### src/rtl/seg_scan_mux.sv
// seg_scan_mux
// Drives a shared seven-segment bus from a packed multi-digit hex value.
// Each digit owns a slot of SCAN_DIV clocks. The first BLANK_CYCLES clocks of a
// slot are dead time, which keeps the previous digit from ghosting onto the next.
// Leading zeros can be blanked. New values reach the display only at frame
// boundaries, so the digits of one frame always come from a single value.
`timescale 1ns/1ps
module seg_scan_mux #(
  parameter int DIGITS       = 4,
  parameter int SCAN_DIV     = 1000,
  parameter int BLANK_CYCLES = 16,
  parameter bit COMMON_ANODE = 1'b0
) (
  input  logic                  clk,
  input  logic                  rst,
  input  logic                  ena,
  input  logic [4*DIGITS-1:0]   value_in,
  input  logic [DIGITS-1:0]     dp_in,
  input  logic                  load,
  input  logic                  lz_blank,
  output logic [6:0]            seg_out,
  output logic                  dp_out,
  output logic [DIGITS-1:0]     digit_en,
  output logic                  frame_done
);

  localparam int CW = (SCAN_DIV > 1) ? $clog2(SCAN_DIV) : 1;
  localparam int IW = (DIGITS > 1) ? $clog2(DIGITS) : 1;

  localparam logic [CW-1:0]     LAST_COUNT = CW'(SCAN_DIV - 1);
  localparam logic [CW-1:0]     SHOW_START = CW'(BLANK_CYCLES);
  localparam logic [IW-1:0]     LAST_INDEX = IW'(DIGITS - 1);

  // Inactive levels of the pin drivers; a common-anode board drives low to light.
  localparam logic [6:0]        SEG_OFF = {7{COMMON_ANODE}};
  localparam logic              DP_OFF  = COMMON_ANODE;
  localparam logic [DIGITS-1:0] EN_OFF  = {DIGITS{COMMON_ANODE}};

  typedef enum logic {
    BLANK = 1'b0,
    SHOW  = 1'b1
  } state_t;

  // Parameter sanity: stop elaboration on settings the scan timing cannot honour.
  generate
    if (DIGITS < 2) begin : g_bad_digits
      $error("seg_scan_mux: DIGITS must be at least 2");
    end
    if (BLANK_CYCLES < 1) begin : g_bad_blank
      $error("seg_scan_mux: BLANK_CYCLES must be at least 1");
    end
    if (SCAN_DIV <= BLANK_CYCLES) begin : g_bad_div
      $error("seg_scan_mux: SCAN_DIV must exceed BLANK_CYCLES");
    end
  endgenerate

  state_t               state;
  state_t               state_next;
  logic [CW-1:0]        count;
  logic [CW-1:0]        count_next;
  logic [IW-1:0]        index;
  logic [IW-1:0]        index_next;
  logic                 slot_wrap;
  logic                 frame_wrap;
  logic                 last_next;

  logic [4*DIGITS-1:0]  shadow;
  logic [DIGITS-1:0]    shadow_dp;
  logic [4*DIGITS-1:0]  display;
  logic [DIGITS-1:0]    display_dp;
  logic                 pending;

  logic [DIGITS-1:0]    lz_mask;
  logic                 upper_zero;
  logic [3:0]           nibble_next;
  logic [6:0]           seg_next;
  logic                 dp_next;
  logic [DIGITS-1:0]    en_next;

  // Hex digit to segment pattern, active high, bit0 = a .. bit6 = g.
  function automatic logic [6:0] decode_hex(input logic [3:0] nib);
    logic [6:0] pattern;
    case (nib)
      4'h0:    pattern = 7'h3F;
      4'h1:    pattern = 7'h06;
      4'h2:    pattern = 7'h5B;
      4'h3:    pattern = 7'h4F;
      4'h4:    pattern = 7'h66;
      4'h5:    pattern = 7'h6D;
      4'h6:    pattern = 7'h7D;
      4'h7:    pattern = 7'h07;
      4'h8:    pattern = 7'h7F;
      4'h9:    pattern = 7'h6F;
      4'hA:    pattern = 7'h77;
      4'hB:    pattern = 7'h7C;
      4'hC:    pattern = 7'h39;
      4'hD:    pattern = 7'h5E;
      4'hE:    pattern = 7'h79;
      default: pattern = 7'h71;
    endcase
    return pattern;
  endfunction

  // Slot counter and digit index advance together; both freeze while ena is low.
  always_comb begin
    count_next = count;
    index_next = index;
    slot_wrap  = ena && (count == LAST_COUNT);
    frame_wrap = slot_wrap && (index == LAST_INDEX);
    if (ena) begin
      if (count == LAST_COUNT) begin
        count_next = '0;
        index_next = (index == LAST_INDEX) ? '0 : index + IW'(1);
      end else begin
        count_next = count + CW'(1);
      end
    end
    last_next = ena && (count_next == LAST_COUNT) && (index_next == LAST_INDEX);
  end

  // Dead time opens each slot; the digit lights once the count reaches BLANK_CYCLES.
  always_comb begin
    state_next = state;
    if (ena) begin
      case (state)
        BLANK: if (count_next == SHOW_START) state_next = SHOW;
        SHOW:  if (slot_wrap)                state_next = BLANK;
      endcase
    end
  end

  // A digit is a leading zero when it and every digit to its left hold zero.
  always_comb begin
    lz_mask    = '0;
    upper_zero = 1'b1;
    for (int k = DIGITS - 1; k >= 1; k--) begin
      upper_zero = upper_zero && (display[4*k +: 4] == 4'h0);
      lz_mask[k] = lz_blank && upper_zero;
    end
  end

  // Active-high pin values for the cycle after this edge, taken from the next scan position.
  always_comb begin
    en_next     = '0;
    seg_next    = 7'h00;
    dp_next     = 1'b0;
    nibble_next = display[4*int'(index_next) +: 4];
    if (ena && (state_next == SHOW)) begin
      en_next  = DIGITS'(1) << index_next;
      dp_next  = display_dp[index_next];
      seg_next = lz_mask[index_next] ? 7'h00 : decode_hex(nibble_next);
    end
  end

  // Scan state, shadow/display handover and registered pin drive.
  always_ff @(posedge clk or posedge rst) begin
    if (rst) begin
      count      <= '0;
      index      <= '0;
      state      <= BLANK;
      shadow     <= '0;
      shadow_dp  <= '0;
      display    <= '0;
      display_dp <= '0;
      pending    <= 1'b0;
      seg_out    <= SEG_OFF;
      dp_out     <= DP_OFF;
      digit_en   <= EN_OFF;
      frame_done <= 1'b0;
    end else begin
      count <= count_next;
      index <= index_next;
      state <= state_next;

      if (load) begin
        shadow    <= value_in;
        shadow_dp <= dp_in;
      end

      if (frame_wrap) begin
        if (load) begin
          display    <= value_in;
          display_dp <= dp_in;
        end else if (pending) begin
          display    <= shadow;
          display_dp <= shadow_dp;
        end
        pending <= 1'b0;
      end else if (load) begin
        pending <= 1'b1;
      end

      seg_out    <= seg_next ^ SEG_OFF;
      dp_out     <= dp_next ^ DP_OFF;
      digit_en   <= en_next ^ EN_OFF;
      frame_done <= last_next;
    end
  end

endmodule

### config.mk
export PLATFORM = sky130hd
export DESIGN_NAME = seg_scan_mux
export DESIGN_NICKNAME = d
export VERILOG_FILES = /design/src/rtl/seg_scan_mux.sv
export SDC_FILE = /design/constraint.sdc
export NUM_CORES = 1
export LEC_CHECK = 0
export ABC_AREA = 1
export CAP_MARGIN = 25
export CORE_MARGIN = 2
export CORE_UTILIZATION = 51
export CTS_CLUSTER_SIZE = 30
export DETAILED_ROUTE_END_ITERATION = 6
export MAX_ROUTING_LAYER = met4
export PLACE_DENSITY = 0.76
export SLEW_MARGIN = 20
export SYNTH_ARGS = -nofsm -noshare
export SYNTH_HDL_FRONTEND = slang
export SYNTH_SLANG_ARGS = --single-unit
export TNS_END_PERCENT = 50
### constraint.sdc
create_clock -name clk -period 2.5 [get_ports clk]
set_clock_uncertainty 0.1 [all_clocks]
set_input_delay 0.375 -clock clk [delete_from_list [all_inputs] [get_ports clk]]
set_output_delay 0.375 -clock clk [all_outputs]
set_load 0.02 [all_outputs]
Word-level counts from Yosys, hierarchy flattened
Memory sizes are Yosys's and may differ from the RTL's.
Cells that the tools add are included.
{"block": "word_totals", "romBits": 112, "output_inout_bits": 13, "memories": 1, "input_bits": 25, "reg_bits": 67, "elab_cells": 63}
{"name": "(no name shown)", "depth": 16, "width": 7, "rd": 1, "rd_ports_with_merged_regs": 0, "wr": 0, "line": "83", "source": "case (nib)"}
{"block": "classes", "bitwise": 1, "n_eq_ne": 5, "order_cmp": 1, "n_mux": 23, "n_shift": 2, "reduce_logical": 16, "n_addsub": 2}
{"cell": "16-bit two-way mux", "n": 2}
{"cell": "10-bit equality test (second input constant)", "n": 2}
{"cell": "10-bit two-way mux", "n": 2}
{"cell": "16-bit by 5-bit indexed part select with 4-bit output", "n": 1}
{"cell": "7-bit two-way mux", "n": 2}
{"cell": "4-bit zero test", "n": 3}
{"cell": "4-bit two-way mux", "n": 3}
{"cell": "10-bit by 1-bit adder with 10-bit output (second input constant)", "n": 1}
{"cell": "10-bit by 5-bit equality test with 1-bit output (second input constant)", "n": 1}
{"cell": "1-bit logical AND", "n": 10}
{"cell": "1-bit two-way mux", "n": 8}
{"cell": "2-bit two-way mux", "n": 3}
{"cell": "1-bit binary-select mux with 2-bit select", "n": 2}
{"cell": "2-bit equality test (second input constant)", "n": 2}
{"cell": "2-bit nonzero test", "n": 2}
{"cell": "1-bit by 2-bit left shift with 4-bit output (first input constant)", "n": 1}
{"cell": "2-bit by 3-bit < comparator with 1-bit output (second input constant)", "n": 1}
{"cell": "2-bit by 1-bit adder with 2-bit output (second input constant)", "n": 1}
{"cell": "1-bit case mux with 2 select lines", "n": 1}
{"cell": "2-bit AND reduction", "n": 1}
{"cell": "1-bit NOT", "n": 1}

Logic depth before layout (Yosys ltp)
{"block": "depth", "word_depth": 9, "ltp_mapped": 17, "mapped_depth_nobuf": 17}

Worst setup path after synthesis
OpenSTA, ideal clock, no wires.
{"block": "synth_timing", "path_kind": "register to register", "start": "reg count[0]", "end": "reg seg_out[3]", "setup_slack_ps": 163, "setup_time_ps": 121, "required_ps": 2279, "arrival_ps": 2115, "period_less_slack_ps": 2337, "path_buffers": 0, "path_stages_with_launch": 17, "path_cell_list": "dfrtp_1 -> ha_1 -> nand2_2 -> nor2_4 -> nand4_1 -> nand2_4 -> nand2_1 -> nand2_1 -> nand2_1 -> nand2_1 -> inv_1 -> ha_1 -> inv_1 -> nand2_1 -> nand3_1 -> nand3_1 -> nor2_1"}
{"block": "synth_between", "elab_chain_cells": 9, "elab_cells_between_ends": 19, "cone_classes": "add/sub (1); eq/ne (2); shift (1); mux (12); reduce/logical (2); memory (1)"}
{"element": "from (decl)", "line": "59", "source": "logic [CW-1:0] count;"}
{"element": "from (signal assigned)", "line": "171", "source": "count <= count_next;"}
{"element": "10-bit by 1-bit adder with 10-bit output or 10-bit equality test (tied branches)", "line": "115, 108, 111"}
{"element": "10-bit two-way mux", "line": "111", "source": "if (count == LAST_COUNT) begin"}
{"element": "10-bit two-way mux", "line": "110", "source": "if (ena) begin"}
{"element": "10-bit by 5-bit equality test with 1-bit output", "line": "126", "source": "BLANK: if (count_next == SHOW_START) state_next = SHOW;"}
{"element": "1-bit two-way mux", "line": "126"}
{"element": "1-bit case mux with 2 select lines", "line": "125", "source": "case (state)"}
{"element": "1-bit two-way mux", "line": "124", "source": "if (ena) begin"}
{"element": "1-bit logical AND", "line": "148", "source": "if (ena && (state_next == SHOW)) begin"}
{"element": "7-bit two-way mux (*)", "line": "148"}
{"element": "named net seg_next[3]", "line": "76", "source": "logic [6:0] seg_next;"}
{"element": "to (signal assigned)", "line": "193", "source": "seg_out <= seg_next ^ SEG_OFF;"}
{"element": "to (decl)", "line": "21", "source": "output logic [6:0] seg_out,"}
The timed path passes the listed nets; every way through them passes the cells marked *. The select of a mux whose other input is x is not followed.
A chain may end at the register's enable or synchronous reset.

Worst setup path after layout
{"block": "layout_timing", "start": "reg count[1]", "end": "reg seg_out[3]"}
The elaborated chain is that of the path after synthesis.

==> run_summary.xml <==
<?xml version="1.0" encoding="UTF-8"?>
<metrics>
  <group name="yosys">
    <metric name="yosys_warnings" unit="">0</metric>
    <metric name="dominant_combinational_cell_family_by_area_after_synthesis" unit="">simple AND/OR/NAND/NOR gates</metric>
    <metric name="yosys.area_share.xor_xnor" unit="%">0</metric>
    <metric name="syn-mean-instance-area" unit="sq um">7.70</metric>
    <metric name="share_of_the_yosys_chip_area_belonging_to_registers" unit="%">47.6</metric>
    <metric name="synth_compound_gate_area_share" unit="%">5.79</metric>
    <metric name="syn_area" unit="sq um">3520</metric>
    <metric name="count_of_unique_library_cells_instantiated_by_yosys" unit="">27</metric>
    <metric name="share_of_synthesized_area_spent_on_multiplexers" unit="%">0</metric>
    <metric name="synth-adder-area-share" unit="%">2.84</metric>
    <metric name="synth.ff_latch_count" unit="">67</metric>
    <metric name="synth.net_count" unit="">490</metric>
    <metric name="post_synth_and_or_nand_nor_area_fraction" unit="%">35.7</metric>
    <metric name="postSynthCellCount" unit="">457</metric>
  </group>
  <group name="route">
    <metric name="final_antenna_net_count" unit="">0</metric>
    <metric name="drc_errors" unit="">0</metric>
    <metric name="post_drt_via_cell_ratio" unit="">5.05</metric>
    <metric name="dr.pass1.iters" unit="">5</metric>
    <metric name="num_vias" unit="">3073</metric>
    <metric name="detail_route.iter0.violations" unit="">136</metric>
    <metric name="wl_per_cell" unit="um">12.6</metric>
    <metric name="totalWireLength" unit="mm">7.66</metric>
  </group>
  <group name="die">
    <metric name="fp.dieArea" unit="sq um">7580</metric>
    <metric name="fp.dieW" unit="um">87.1</metric>
    <metric name="start_util" unit="%">52.4</metric>
    <metric name="fp.coreArea" unit="sq um">6720</metric>
    <metric name="placementRows" unit="">30</metric>
    <metric name="io_pins" unit="">38</metric>
    <metric name="dieHeight" unit="um">87.1</metric>
  </group>
  <group name="setup_path">
    <metric name="arrival_time_of_the_worst_setup_path" unit="ns">2.57</metric>
    <metric name="end_kind" unit="">register</metric>
    <metric name="worstPathMaxFanout" unit="">7</metric>
    <metric name="startpoint_type" unit="">register</metric>
    <metric name="cp_data_required_time" unit="ns">2.67</metric>
    <metric name="worst_setup_path_category" unit="">register to register</metric>
  </group>
  <group name="sta">
    <metric name="timing.max_slew.rel_slack" unit="%">62.0</metric>
    <metric name="finalHoldWorstSlack" unit="ns">0.258</metric>
    <metric name="fmax" unit="MHz">418</metric>
    <metric name="rsz_0062_raised_after_global_routing" unit="">true</metric>
    <metric name="final_period_minus_worst_setup_slack" unit="ns">2.39</metric>
    <metric name="final.period_utilization" unit="%">95.7</metric>
    <metric name="drv_slew" unit="">0</metric>
    <metric name="timing.final.ws_setup" unit="ns">0.107</metric>
    <metric name="final_hold_viol_count" unit="">0</metric>
    <metric name="worst_pin_slew" unit="ns">0.569</metric>
    <metric name="setup_viol" unit="">0</metric>
  </group>
  <group name="placement">
    <metric name="place.detailed.instances" unit="">588</metric>
    <metric name="dpl-instance-area" unit="sq um">4140</metric>
    <metric name="port_buffers" unit="">37</metric>
    <metric name="dp_worst_setup_slack" unit="ns">-0.102</metric>
    <metric name="dp.final_hpwl" unit="mm">5.56</metric>
    <metric name="final_weighted_congestion_in_routability_driven_placement" unit="">0.945</metric>
  </group>
  <group name="grt">
    <metric name="antenna_found_initial" unit="">0</metric>
    <metric name="grt_first_pass_wirelength" unit="mm">13.1</metric>
    <metric name="grt_remaining_overflow" unit="">0</metric>
    <metric name="grt_pass1_vias" unit="">2938</metric>
    <metric name="grt_start_max_net_pins" unit="">48</metric>
    <metric name="globalRouteTotalUtil" unit="%">23.0</metric>
  </group>
  <group name="clock_tree">
    <metric name="cts.htree.levels" unit="">3</metric>
    <metric name="cts.sinks" unit="">67</metric>
    <metric name="clkLatencyLatePin" unit="ns">0.35</metric>
    <metric name="clk_transition_reported_paths" unit="ns">0.07</metric>
    <metric name="cts_made_buffers" unit="">9</metric>
    <metric name="cts_buffer_depth" unit="">2</metric>
    <metric name="tritoncts" unit="">done</metric>
    <metric name="post_cts_hold_buffer_count" unit="">0</metric>
    <metric name="cts_root_buf" unit="">sky130_fd_sc_hd__clkbuf_8</metric>
  </group>
  <group name="power">
    <metric name="report.power.total" unit="uW">2630</metric>
    <metric name="leakagePower" unit="uW">0.00224</metric>
    <metric name="powerDensity" unit="nW/um^2">589</metric>
    <metric name="irDropWorstVdd" unit="uV">386</metric>
  </group>
  <group name="run">
    <metric name="max_cap_violations" unit="">0</metric>
  </group>
  <group name="min_path">
    <metric name="worst_hold_path_type" unit="">primary input to async pin</metric>
  </group>
  <group name="layout">
    <metric name="layout.cells.most_common" unit="">sky130_fd_sc_hd__nand2_1</metric>
    <metric name="finish.net_count" unit="">556</metric>
    <metric name="antennaDiodeCount" unit="">0</metric>
    <metric name="filler_cell_count" unit="">553</metric>
    <metric name="final_layout_size_suffix_gt1_share" unit="%">16.3</metric>
    <metric name="ff_latch_area" unit="sq um">1680</metric>
    <metric name="most-common-layout-cells" unit="">sky130_fd_sc_hd__nand2_1, sky130_fd_sc_hd__dfrtp_1, sky130_fd_sc_hd__inv_1</metric>
    <metric name="multiInputGateArea" unit="sq um">1630</metric>
    <metric name="non_filler_cells_in_the_finished_layout" unit="">608</metric>
    <metric name="syn2layout_area_growth" unit="%">26.8</metric>
    <metric name="non_filler_cell_area_final" unit="sq um">4460</metric>
  </group>
  <group name="outcome">
    <metric name="outcome" unit="">finished clean</metric>
  </group>
</metrics>
==> cell type report <==
| cell class | instances | area share (%) |
|---|---|---|
| timing repair buffer | 70 | 14.5 |
| tap | 80 | 2.24 |
| sequential | 67 | 37.6 |
| clock inverter | 5 | 1.91 |
| clock buffer | 11 | 3.17 |
| multi-input combinational | 327 | 36.6 |
| inverter | 48 | 4.04 |
==> routing by layer <==
layer | part of all wire [%] | vias up | GRT usage [%]
li1 | - | 1575 | -
met1 | 46 | 1406 | 28.3
met2 | 48 | 74 | 37.1
met3 | 3.6 | 18 | 4.64
met4 | 2.4 | 0 | 9.52
met5 | 0 | - | -
==> registers in the layout, summed over array words and instances (netlist names) <==
name        cells
frame_done      1
display_dp      4
state           1
shadow_dp       4
pending         1
index           2
dp_out          1
seg_out         7
shadow         16
count          10
digit_en        4
display        16
==> stage by stage <==
stage / util [%] / TNS (ns)
floorplan: - / 0
global placement: 61.6 / -0.0656
detailed placement: 61.6 / -0.406
CTS: 64.9 / 0
global route: 66.4 / -0.291
finish: 66.4 / 0
==> worst max-delay path, stage by stage (launching register included) <==
cell and delay, ns:
sky130_fd_sc_hd__dfrtp_1 0.42, sky130_fd_sc_hd__ha_4 0.16, sky130_fd_sc_hd__nand2_2 0.07, sky130_fd_sc_hd__nor2_4 0.20, sky130_fd_sc_hd__nand3_4 0.14, sky130_fd_sc_hd__buf_4 0.16, sky130_fd_sc_hd__nand2_2 0.06, sky130_fd_sc_hd__nand2_4 0.08
sky130_fd_sc_hd__nand3_2 0.08, sky130_fd_sc_hd__nand2_2 0.07, sky130_fd_sc_hd__nor2_4 0.17, sky130_fd_sc_hd__ha_4 0.22, sky130_fd_sc_hd__inv_1 0.05, sky130_fd_sc_hd__nand2_1 0.07, sky130_fd_sc_hd__nand3_1 0.07, sky130_fd_sc_hd__nand3_1 0.08
sky130_fd_sc_hd__nor2_1 0.12
==> final timing paths <==
check,from,to,slack (ns),depth (start not counted)
setup reg to reg,count[1],seg_out[3],0.11,16
max in group asynchronous,rst,digit_en[0],1.44,3
hold / removal,rst,count[1],0.26,2
hold reg to reg,shadow[3],shadow[3],0.37,2
setup / recovery,count[1],seg_out[3],0.11,16
min in group clk,shadow[3],shadow[3],0.37,2
==> repair_timing <==
action | in CTS | in global routing
pin swaps | 1 | 8
setup endpoints to repair | 1 | 12
setup buffers | 0 | 4
resized for setup | 0 | 16
==> synthesized netlist by cell type (all sizes together) <==
cell type,number,area share (%)
nand2,184,21
buf,9,2.2
a31oi,7,1.2
dfrtp,67,48
nand3b,2,0.43
nor2,38,4.9
or2,1,0.18
clkbuf,6,0.64
a21oi,6,1.2
o21ai,23,3.4
nand4,9,1.6
inv,48,5.1
nand3,40,6.5
and3,1,0.18
nor3,8,1.1
ha,8,2.8
==> where the power goes <==
group	switching [uW]	internal [uW]	leakage (uW)	total, uW
clock network	431	594	0.000110	1030
registers	55.8	1160	0.000798	1220
logic	224	161	0.00133	386
total	711	1920	0.00224	2630
==> logic make-up (layout without fill, tap and decap cells) <==
group | count (synthesis) | count (layout)
flip-flops | 67 | 67
adder cells (fa/ha/maj) | 8 | 8
buffers and inverters | 63 | 134
AO/OA/AOI/OAI | 36 | 36
AND/OR/NAND/NOR | 283 | 283
Power figures use the tool's default switching activity.
